$ cat src/rtl/m72_loader_pkg.sv
// Shared types and constants for the M72 ROM download path.
package m72_loader_pkg;

    typedef enum logic [1:0] {
        ST_IDLE,
        ST_LOAD,
        ST_FLUSH,
        ST_DONE
    } loader_state_t;

    // ioctl_index values used by the host for each ROM region
    localparam logic [7:0] IDX_ROM_MAIN   = 8'h00;
    localparam logic [7:0] IDX_ROM_SOUND  = 8'h01;
    localparam logic [7:0] IDX_ROM_SPRITE = 8'h02;
    localparam logic [7:0] IDX_ROM_TILE   = 8'h03;

    // Number of byte-address bits that select a lane inside one word
    function automatic int lane_bits(input int data_width);
        return $clog2(data_width / 8);
    endfunction

endpackage

$ cat src/rtl/ioctl_word_loader_if.sv
// Word write port from the loader to the core's ROM/SDRAM writer.
interface ioctl_word_loader_if
    import m72_loader_pkg::*;
#(
    parameter int DATA_WIDTH = 16,
    parameter int ADDR_WIDTH = 25
);
    localparam int LB = lane_bits(DATA_WIDTH);

    logic [ADDR_WIDTH-LB-1:0] wr_addr;
    logic [DATA_WIDTH-1:0]    wr_data;
    logic                     wr_valid;
    logic                     wr_ready;

    modport master (output wr_addr, output wr_data, output wr_valid, input wr_ready);
    modport slave  (input wr_addr, input wr_data, input wr_valid, output wr_ready);

endinterface

$ cat src/rtl/loader_fifo.sv
// Small synchronous FIFO holding {word address, word} pairs.
module loader_fifo #(
    parameter int DATA_WIDTH = 16,
    parameter int ADDR_WIDTH = 24,
    parameter int DEPTH      = 4
) (
    input  logic                       clock,
    input  logic                       reset_n,
    input  logic                       push,
    input  logic [ADDR_WIDTH-1:0]      push_addr,
    input  logic [DATA_WIDTH-1:0]      push_data,
    input  logic                       pop,
    output logic [ADDR_WIDTH-1:0]      head_addr,
    output logic [DATA_WIDTH-1:0]      head_data,
    output logic [$clog2(DEPTH+1)-1:0] count,
    output logic [$clog2(DEPTH+1)-1:0] count_next,
    output logic                       dropped
);
    localparam int PW = $clog2(DEPTH);
    localparam int CW = $clog2(DEPTH + 1);

    logic [ADDR_WIDTH+DATA_WIDTH-1:0] mem [DEPTH];
    logic [PW-1:0] wr_ptr, rd_ptr;
    logic full, do_push, do_pop;

    assign full    = (count == CW'(DEPTH));
    assign do_pop  = pop && (count != '0);
    // A push into a full FIFO still fits when the head leaves in the same cycle
    assign do_push = push && (!full || do_pop);
    assign dropped = push && !do_push;
    assign count_next = count + CW'(do_push) - CW'(do_pop);
    assign {head_addr, head_data} = mem[rd_ptr];

    // Storage write; contents need no reset since count gates the output
    always_ff @(posedge clock) begin
        if (do_push) mem[wr_ptr] <= {push_addr, push_data};
    end

    // Pointer and occupancy bookkeeping
    always_ff @(posedge clock or negedge reset_n) begin
        if (!reset_n) begin
            wr_ptr <= '0;
            rd_ptr <= '0;
            count  <= '0;
        end else begin
            if (do_push) wr_ptr <= wr_ptr + 1'b1;
            if (do_pop)  rd_ptr <= rd_ptr + 1'b1;
            count <= count_next;
        end
    end

endmodule

$ cat src/rtl/ioctl_word_loader.sv
// Bridges the host ioctl byte stream to a wide ROM write port.
module ioctl_word_loader
    import m72_loader_pkg::*;
#(
    parameter int         DATA_WIDTH = 16,
    parameter int         ADDR_WIDTH = 25,
    parameter int         FIFO_DEPTH = 4,
    parameter logic [7:0] ROM_INDEX  = IDX_ROM_MAIN,
    parameter logic [7:0] FILL_BYTE  = 8'hFF
) (
    input  logic                  clock,
    input  logic                  reset_n,
    input  logic                  ioctl_download,
    input  logic                  ioctl_wr,
    input  logic [ADDR_WIDTH-1:0] ioctl_addr,
    input  logic [7:0]            ioctl_dout,
    input  logic [7:0]            ioctl_index,
    output logic                  ioctl_wait,
    ioctl_word_loader_if.master   wr,
    output logic                  busy,
    output logic                  done,
    output logic                  error
);
    localparam int LB  = lane_bits(DATA_WIDTH);
    localparam int NL  = DATA_WIDTH / 8;
    localparam int LBW = (LB == 0) ? 1 : LB;
    localparam int WAW = ADDR_WIDTH - LB;
    localparam int CW  = $clog2(FIFO_DEPTH + 1);
    localparam logic [DATA_WIDTH-1:0] FILL_WORD = {NL{FILL_BYTE}};

    loader_state_t state, state_next;

    logic                  dl_q;
    logic [DATA_WIDTH-1:0] asm_q, asm_ins;
    logic [NL-1:0]         mask_q;
    logic [ADDR_WIDTH-1:0] exp_addr_q;
    logic [WAW-1:0]        last_waddr_q, waddr;
    logic [LBW-1:0]        lane;
    logic                  push_q;
    logic [WAW-1:0]        push_addr_q, head_addr;
    logic [DATA_WIDTH-1:0] push_data_q, head_data;
    logic                  enter_load, accept, complete, flush_partial;
    logic [CW-1:0]         count, count_next;
    logic                  dropped, pop;

    assign enter_load    = (state_next == ST_LOAD) && (state != ST_LOAD);
    assign accept        = (state == ST_LOAD) && ioctl_wr && (ioctl_index == ROM_INDEX);
    assign lane          = (LB == 0) ? '0 : ioctl_addr[LBW-1:0];
    assign waddr         = ioctl_addr[ADDR_WIDTH-1:LB];
    assign complete      = accept && (lane == LBW'(NL - 1));
    assign flush_partial = (state == ST_FLUSH) && (mask_q != '0);

    assign busy = (state == ST_LOAD) || (state == ST_FLUSH);
    assign done = (state == ST_DONE);

    assign wr.wr_valid = (count != '0);
    assign wr.wr_addr  = wr.wr_valid ? head_addr : '0;
    assign wr.wr_data  = wr.wr_valid ? head_data : '0;
    assign pop         = wr.wr_valid && wr.wr_ready;

    // Assembly register with the incoming byte dropped into its lane
    always_comb begin
        asm_ins = asm_q;
        for (int unsigned i = 0; i < NL; i++) begin
            if (lane == LBW'(i)) asm_ins[i*8 +: 8] = ioctl_dout;
        end
    end

    // Next-state logic
    always_comb begin
        state_next = state;
        unique case (state)
            ST_IDLE, ST_DONE:
                if (ioctl_download && !dl_q && (ioctl_index == ROM_INDEX)) state_next = ST_LOAD;
            ST_LOAD:
                if (!ioctl_download) state_next = ST_FLUSH;
            ST_FLUSH:
                if ((mask_q == '0) && !push_q && (count == '0)) state_next = ST_DONE;
            default:
                state_next = ST_IDLE;
        endcase
    end

    // State register
    always_ff @(posedge clock or negedge reset_n) begin
        if (!reset_n) state <= ST_IDLE;
        else          state <= state_next;
    end

    // Byte assembly, address tracking and the one-cycle push stage
    always_ff @(posedge clock or negedge reset_n) begin
        if (!reset_n) begin
            dl_q         <= 1'b0;
            asm_q        <= FILL_WORD;
            mask_q       <= '0;
            exp_addr_q   <= '0;
            last_waddr_q <= '0;
            push_q       <= 1'b0;
            push_addr_q  <= '0;
            push_data_q  <= '0;
            error        <= 1'b0;
        end else begin
            dl_q   <= ioctl_download;
            push_q <= complete || flush_partial;
            if (enter_load) begin
                asm_q      <= FILL_WORD;
                mask_q     <= '0;
                exp_addr_q <= '0;
                error      <= 1'b0;
            end else begin
                if (accept) begin
                    exp_addr_q   <= ioctl_addr + 1'b1;
                    last_waddr_q <= waddr;
                    if (ioctl_addr != exp_addr_q) error <= 1'b1;
                    if (complete) begin
                        asm_q       <= FILL_WORD;
                        mask_q      <= '0;
                        push_addr_q <= waddr;
                        push_data_q <= asm_ins;
                    end else begin
                        asm_q        <= asm_ins;
                        mask_q[lane] <= 1'b1;
                    end
                end else if (flush_partial) begin
                    // No byte can arrive in FLUSH, so the partial word is final here
                    asm_q       <= FILL_WORD;
                    mask_q      <= '0;
                    push_addr_q <= last_waddr_q;
                    push_data_q <= asm_q;
                end
                if (dropped) error <= 1'b1;
            end
        end
    end

    // Host stall request, looking one cycle ahead at FIFO occupancy
    always_ff @(posedge clock or negedge reset_n) begin
        if (!reset_n) ioctl_wait <= 1'b0;
        else          ioctl_wait <= (count_next >= CW'(FIFO_DEPTH - 1)) || (state_next == ST_FLUSH);
    end

    loader_fifo #(
        .DATA_WIDTH (DATA_WIDTH),
        .ADDR_WIDTH (WAW),
        .DEPTH      (FIFO_DEPTH)
    ) u_fifo (
        .clock      (clock),
        .reset_n    (reset_n),
        .push       (push_q),
        .push_addr  (push_addr_q),
        .push_data  (push_data_q),
        .pop        (pop),
        .head_addr  (head_addr),
        .head_data  (head_data),
        .count      (count),
        .count_next (count_next),
        .dropped    (dropped)
    );

endmodule

$ cat src/flat_wrapper.sv
// flat-port wrapper written by rule: the top's interface ports become plain ports
module ioctl_word_loader_flat import m72_loader_pkg::*;
#(
    parameter int         DATA_WIDTH = 16,
    parameter int         ADDR_WIDTH = 25,
    parameter int         FIFO_DEPTH = 4,
    parameter logic [7:0] ROM_INDEX  = IDX_ROM_MAIN,
    parameter logic [7:0] FILL_BYTE  = 8'hFF
)
  (clock, reset_n, ioctl_download, ioctl_wr, ioctl_addr, ioctl_dout, ioctl_index, ioctl_wait, busy, done, error, wr_wr_addr, wr_wr_data, wr_wr_valid, wr_wr_ready);
  ioctl_word_loader_if #(.DATA_WIDTH(DATA_WIDTH), .ADDR_WIDTH(ADDR_WIDTH)) wr_i ();
  input  logic clock;
  input  logic reset_n;
  input  logic ioctl_download;
  input  logic ioctl_wr;
  input  logic [ADDR_WIDTH-1:0] ioctl_addr;
  input  logic [7:0] ioctl_dout;
  input  logic [7:0] ioctl_index;
  output logic ioctl_wait;
  output logic busy;
  output logic done;
  output logic error;
  output wire logic [$bits(wr_i.wr_addr)-1:0] wr_wr_addr;
  output wire logic [$bits(wr_i.wr_data)-1:0] wr_wr_data;
  output wire logic [$bits(wr_i.wr_valid)-1:0] wr_wr_valid;
  input wire logic [$bits(wr_i.wr_ready)-1:0] wr_wr_ready;
  assign wr_wr_addr = wr_i.wr_addr;
  assign wr_wr_data = wr_i.wr_data;
  assign wr_wr_valid = wr_i.wr_valid;
  assign wr_i.wr_ready = wr_wr_ready;
  ioctl_word_loader #(.DATA_WIDTH(DATA_WIDTH), .ADDR_WIDTH(ADDR_WIDTH), .FIFO_DEPTH(FIFO_DEPTH), .ROM_INDEX(ROM_INDEX), .FILL_BYTE(FILL_BYTE)) u_core (.clock(clock), .reset_n(reset_n), .ioctl_download(ioctl_download), .ioctl_wr(ioctl_wr), .ioctl_addr(ioctl_addr), .ioctl_dout(ioctl_dout), .ioctl_index(ioctl_index), .ioctl_wait(ioctl_wait), .wr(wr_i), .busy(busy), .done(done), .error(error));
endmodule
$ cat config.mk
export PLATFORM = sky130hd
export DESIGN_NAME = ioctl_word_loader_flat
export DESIGN_NICKNAME = d
export VERILOG_FILES = /design/src/rtl/m72_loader_pkg.sv /design/src/rtl/ioctl_word_loader_if.sv /design/src/rtl/loader_fifo.sv /design/src/rtl/ioctl_word_loader.sv /design/src/flat_wrapper.sv
export SDC_FILE = /design/constraint.sdc
export NUM_CORES = 1
export LEC_CHECK = 0
export CAP_MARGIN = 20
export CORE_MARGIN = 8
export CORE_UTILIZATION = 50
export DETAILED_ROUTE_END_ITERATION = 7
export GPL_TIMING_DRIVEN = 0
export PLACE_DENSITY = 0.76
export SYNTH_ARGS = -nofsm -noshare
export SYNTH_HDL_FRONTEND = slang
export SYNTH_HIERARCHICAL = 1
export SYNTH_SLANG_ARGS = --single-unit
$ cat constraint.sdc
create_clock -name clock -period 7.8 [get_ports clock]
set_input_delay 1.56 -clock clock [delete_from_list [all_inputs] [get_ports clock]]
set_output_delay 1.56 -clock clock [all_outputs]
set_load 0.03 [all_outputs]
* After elaboration in Yosys (flattened, before gate mapping)
Memory sizes are Yosys's and may differ from the RTL's.
Cells that the tools add are included.
** Word-level totals
- Memories kept :: 1
- Register bits after elaboration :: 120
- Memory bits (writable) :: 160
- Output and inout port bits :: 45
** Memory list
- u_core.u_fifo.mem :: depth 4, width 40, read ports 1, clocked after memory_dff 0, write ports 1, line loader_fifo.sv:22 : logic [ADDR_WIDTH+DATA_WIDTH-1:0] mem [DEPTH];
** Cells by class
- $lt $le $gt $ge :: 3
- $add $sub $neg :: 5
- Equality and inequality tests :: 9
- Multiplexer cells :: 32
- Bitwise logic cells :: 2
- Reductions and logical operators :: 37
** Operator list (count)
- two-way mux 16 bit :: 8
- two-way mux 24 bit :: 4
- two-way mux 25 bit :: 2
- adder 25 x 1 -> 25 bit (second input constant) :: 1
- inequality test 25 bit :: 1
- two-way mux 8 bit :: 2
- logical AND 1 bit :: 14
- two-way mux 2 bit :: 7
- nonzero test 3 bit :: 4
- logical NOT 8 bit :: 1
- two-way mux 1 bit :: 7
- == test 2 bit (second input constant) :: 3
- one-hot mux 2 bit (3 select lines) :: 1
- nonzero test 2 bit :: 3
- adder 2 x 1 -> 2 bit (second input constant) :: 2
- == test 2 x 1 -> 1 bit (second input constant) :: 2
- logical NOT 1 bit :: 4
- logical NOT 2 bit :: 2
- logical OR 1 bit :: 4
- AND reduction 2 bit :: 2
- adder 3 x 1 -> 3 bit :: 1
- == test 3 bit (second input constant) :: 1
- greater-or-equal comparator 3 x 2 -> 1 bit (second input constant) :: 1
- logical NOT 3 bit :: 1
- other kinds (10) :: 10

* Longest topological paths before layout
- Depth in word-level cells :: 9
- Gate-level depth with buffers :: 15
- Mapped depth without buffers :: 14

* Modules after synthesis
Netlist, hierarchy kept.
** Modules (own cells, without submodules)
- loader_fifo :: cells each 245, area an instance 6243.5 µm², instances 1, seq. area each 4979.8 µm²
- ioctl_word_loader :: cells each 515, area an instance 5587.9 µm², instances 1, seq. area each 2847.7 µm²

* Least setup slack after synthesis
OpenSTA, ideal clock, no wires.
- Path kind :: input to register
- From :: input ioctl_index[5]
- To :: register u_core.push_addr_q[0]
- Arrival time :: 3408 ps
- Stages :: 7
- Library setup time :: 125 ps
- Slack :: 4267 ps
- Required time :: 7675 ps
- Cells stage by stage :: or4_1 buf_2 or4_4 o21ai_4 nand2_4 buf_6 mux2_4
** Between the ends
- Longest elaborated chain between the ends :: 8
** Ends and longest elaborated chain
- start, declared :: line flat_wrapper.sv:18 : input logic [7:0] ioctl_index;
- logical NOT 8 bit (*) :: line ioctl_word_loader.sv:47, ioctl_word_loader.sv:74
- logical AND 1 bit :: line ioctl_word_loader.sv:74 : if (ioctl_download && !dl_q && (ioctl_index == ROM_INDEX)) state_next = ST_LOAD;
- two-way mux 2 bit :: line ioctl_word_loader.sv:74
- one-hot mux 2 bit (3 select lines) :: line ioctl_word_loader.sv:72 : unique case (state)
- == test 2 x 1 -> 1 bit :: line ioctl_word_loader.sv:46 : assign enter_load = (state_next == ST_LOAD) && (state != ST_LOAD);
- logical AND 1 bit :: line ioctl_word_loader.sv:46
- NOT 1 bit (no source line)
- AND reduction 3 bit (no source line)
- end signal, assigned :: line ioctl_word_loader.sv:118 : push_addr_q <= waddr;
- end signal, assigned :: line ioctl_word_loader.sv:128 : push_addr_q <= last_waddr_q;
- end, declared :: line ioctl_word_loader.sv:40 : logic [WAW-1:0] push_addr_q, head_addr;
Every way passes the cells marked *; elsewhere a longest branch is shown, timed or not.
A chain may end at the register's enable or synchronous reset.

* Worst setup path after layout
- From :: register u_core.u_fifo.count[1]
- To :: output wr_wr_addr[7]
** Between the ends
- Longest elaborated chain between the ends :: 2
** Ends and longest elaborated chain
- start, declared :: line loader_fifo.sv:15 : output logic [$clog2(DEPTH+1)-1:0] count,
- start signal, assigned :: line loader_fifo.sv:48 : count <= count_next;
- nonzero test 3 bit :: line ioctl_word_loader.sv:56 : assign wr.wr_valid = (count != '0);
- two-way mux 24 bit :: line ioctl_word_loader.sv:57 : assign wr.wr_addr = wr.wr_valid ? head_addr : '0;
- end, declared :: line flat_wrapper.sv:23 : output wire logic [$bits(wr_i.wr_addr)-1:0] wr_wr_addr;
No other way between the ends.

==> run metrics <==
status completed; CTS max path bufs 3; Filler cells 1753; Synth top area share 40.6%; I/O pins 91; hold path cells 2; gpl congestion 0.823; Crit Path Max Fanout 10; clk slew on worst S/H paths 0.06 ns; RR Startpoint u_core/u_fifo/count[1]$_DFF_PN0_; GRT overflow 0; placed instance area about 13000 µm²; Worst Setup End Kind primary output; Syn-to-layout area delta 18.7%; RSZ-0062 raised after global routing false; remaining antenna violation count 0; CP arrival 2.97 ns; sw power 0.00101 W; htree depth 1; final setup fails 0; most frequent cells after synthesis edfxtp_1 (160), dfrtp_1 (104), nand2_1 (85); VDD IR max between 100 and 150 µV; clock skew about 0.0067 ns; r2r worst-path depth 15; leakage around 5.8 nW; top_reg_cell synth edfxtp_1; EDFF count, synth 160; r2r setup slk 4.42 ns; Final Cycle Share between 50% and 60%; met3 Resource Use GR 2.97%; Post-CTS Setup Inserts 0; worst skew pair latency 0.53 ns; startpoint types flip-flop; max_cap viols 0; Yosys warnings 6; # diodes 0; min Tclk post-route 4.53 ns; HP Start u_core/last_waddr_q[13]$_DFFE_PN0P_; Max Clock Freq 0.221 GHz; number of DRC markers in iteration 0 between 400 and 500; Syn Std Cell Area 11800 µm²; Die Y around 170 µm; switch share 27.6%; Power per Cell Area 261 nW/µm²; design area approximately 14000 µm²; measured slew at the worst slew-check pin roughly 0.8 ns; clock network power share 34.3%; total length of routed wires 24.9 mm; vias in the first global route 7079; global-route wire length before repair between 30 and 40 mm; combinational group share of total power 21.6%; endpoints failing hold 0; Mapped Nets 817; met1 Resource Use GR around a quarter; wire length per cell 20.5 µm; worst hold endpoint u_core/last_waddr_q[13]$_DFFE_PN0P_; Yosys reg bits 280; Core Rows 56; global routing met2 resource utilization 29.4%; fraction of registers with async set/reset 42.9%; GRT Util Overall 17.6%; Layout Utilization 60.2%; largest net degree at the start of global routing 75; initial cell density of the core 50.7%; library cells used by synthesis 56; DIE AREA 28800 µm²; register area share after synthesis 66.2%; Post-DP HPWL 16.9 mm; clk sink count between 200 and 300; drt pass-1 iters 4; most used cell along the critical path clkbuf_1; Setup TNS 0 ns; layer with the highest usage met2; sequential power share about 44%; DRC 0; proportion of layout cells with a drive suffix above 1 18.4%; HP Class reg -> reg; synth top area cells edfxtp_1 (41%), dfrtp_1 (22%), mux4_2 (7.6%), dfstp_2 (3.6%), mux2_4 (3.2%); total core area 23300 µm²; CP cell instances or3_1, clkbuf_1, clkbuf_1, and2_1, clkdlybuf4s50_1; Vias 6663; CTS tree done; total CTS buffers 27; CP max stage cell clkdlybuf4s50_1; Internal approximately 0.0027 W; Avg Inst Size Synth 15.6 µm²; area leader, netlist edfxtp_1; CTS root buffer clkbuf_16; vias per cell 5.47; PostCTS Resize Cnt 0; Final nets 935; Post-Synthesis Cells 760; cell with the most instances after synthesis edfxtp_1; WS Path Type reg -> out; Slew HR 47.1%; initial antenna violation count 0; Critical Path Max Stage Delay 0.68 ns; cts hold-fix bufs 0; Max Transition Viols Final 0; Reg-to-Reg End u_core/ioctl_wait$_DFF_PN0_; CP required 6.24 ns; Port Buf Inserts 84; chip width 170 µm
final cells by class:
cell class	count	area, µm²	share of cell area, %
Sequential cell	280	7830	55.8
Tap cell	319	399	2.84
Inverter	12	45.0	0.321
Multi-Input combinational cell	425	3690	26.3
Clock inverter	13	124	0.882
Timing Repair Buffer	89	950	6.76
Clock buffer	36	729	5.20
Buffer	43	278	1.98
state kept, by name, summed over array words and instances (netlist names):
signal,count
u_core/asm_q,16
u_core/dl_q,1
u_core/error,1
u_core/exp_addr_q,25
u_core/ioctl_wait,1
u_core/last_waddr_q,24
u_core/mask_q,2
u_core/push_addr_q,24
u_core/push_data_q,16
u_core/push_q,1
u_core/state,2
u_core/u_fifo/count,3
u_core/u_fifo/mem,160
u_core/u_fifo/rd_ptr,2
u_core/u_fifo/wr_ptr,2
worst max path at each step:
stage,from,to,cells after the start
2_1_floorplan,ioctl_index[5],u_core/push_addr_q[0]$_DFFE_PN0P_,7
3_3_place_gp,reset_n,u_core/push_data_q[14]$_DFFE_PN0P_,1
3_5_place_dp,ioctl_index[4],u_core/push_data_q[7]$_DFFE_PN0P_,8
4_1_cts,u_core/u_fifo/count[1]$_DFF_PN0_,wr_wr_addr[7],5
5_1_grt,u_core/u_fifo/count[1]$_DFF_PN0_,wr_wr_addr[8],5
6_report,u_core/u_fifo/count[1]$_DFF_PN0_,wr_wr_addr[7],5
stage by stage:
stage          hold WS (ns)  power (W)  std cells  setup WS [ns]
2_1_floorplan         0.441    0.00218        760           4.27
3_3_place_gp          0.457    0.00243       1163          0.444
3_5_place_dp          0.461    0.00245       1168           3.26
4_1_cts               0.477    0.00370       1217           3.19
5_1_grt               0.494    0.00380       1217           3.09
6_report              0.481    0.00366       1217           3.27
critical path: cells and delay by family (launching register included):
family	cells	cell delay, ns
AND/OR/NAND/NOR	2	0.40
buffers and inverters	3	1.55
flip-flops	1	0.49
power by group through the flow:
stage / registers [W] / clock network, W / logic [W]
floorplan: 0.00164 / 0 / 0.000539
global placement: 0.00165 / 0 / 0.000787
detailed placement: 0.00165 / 0 / 0.000801
CTS: 0.00162 / 0.00128 / 0.000805
global route: 0.00162 / 0.00132 / 0.000856
finish: 0.00162 / 0.00126 / 0.000789
cell usage in the layout (no fill, tap or decap), drive strengths merged, types with 15 or more instances in the layout:
master / netlist / layout
a22o: 18 / 18
and2: 46 / 46
buf: 19 / 25
clkbuf: 24 / 60
clkdlybuf4s50: 0 / 83
dfrtp: 104 / 104
dfstp: 16 / 16
edfxtp: 160 / 160
mux2: 25 / 25
mux2i: 16 / 16
mux4: 40 / 40
nand2: 86 / 86
o21ai: 34 / 34
xnor2: 38 / 38
xor2: 15 / 15
layer usage:
layer	wire (µm)	vias up
li1	-	3041
met1	10900	3409
met2	12100	173
met3	1310	40
met4	578	0
met5	0	-
logic make-up (layout without fill, tap and decap cells):
group | count (synthesis) | in the layout | synth area share (%)
buffers and inverters | 55 | 193 | 2.73
multiplexers | 81 | 81 | 12.1
adder cells (fa/ha/maj) | 11 | 11 | 1.23
XOR/XNOR | 53 | 53 | 3.92
AND/OR/NAND/NOR | 198 | 198 | 8.82
AO/OA/AOI/OAI | 82 | 82 | 5.00
flip-flops | 280 | 280 | 66.2
Power figures use the tool's default switching activity.
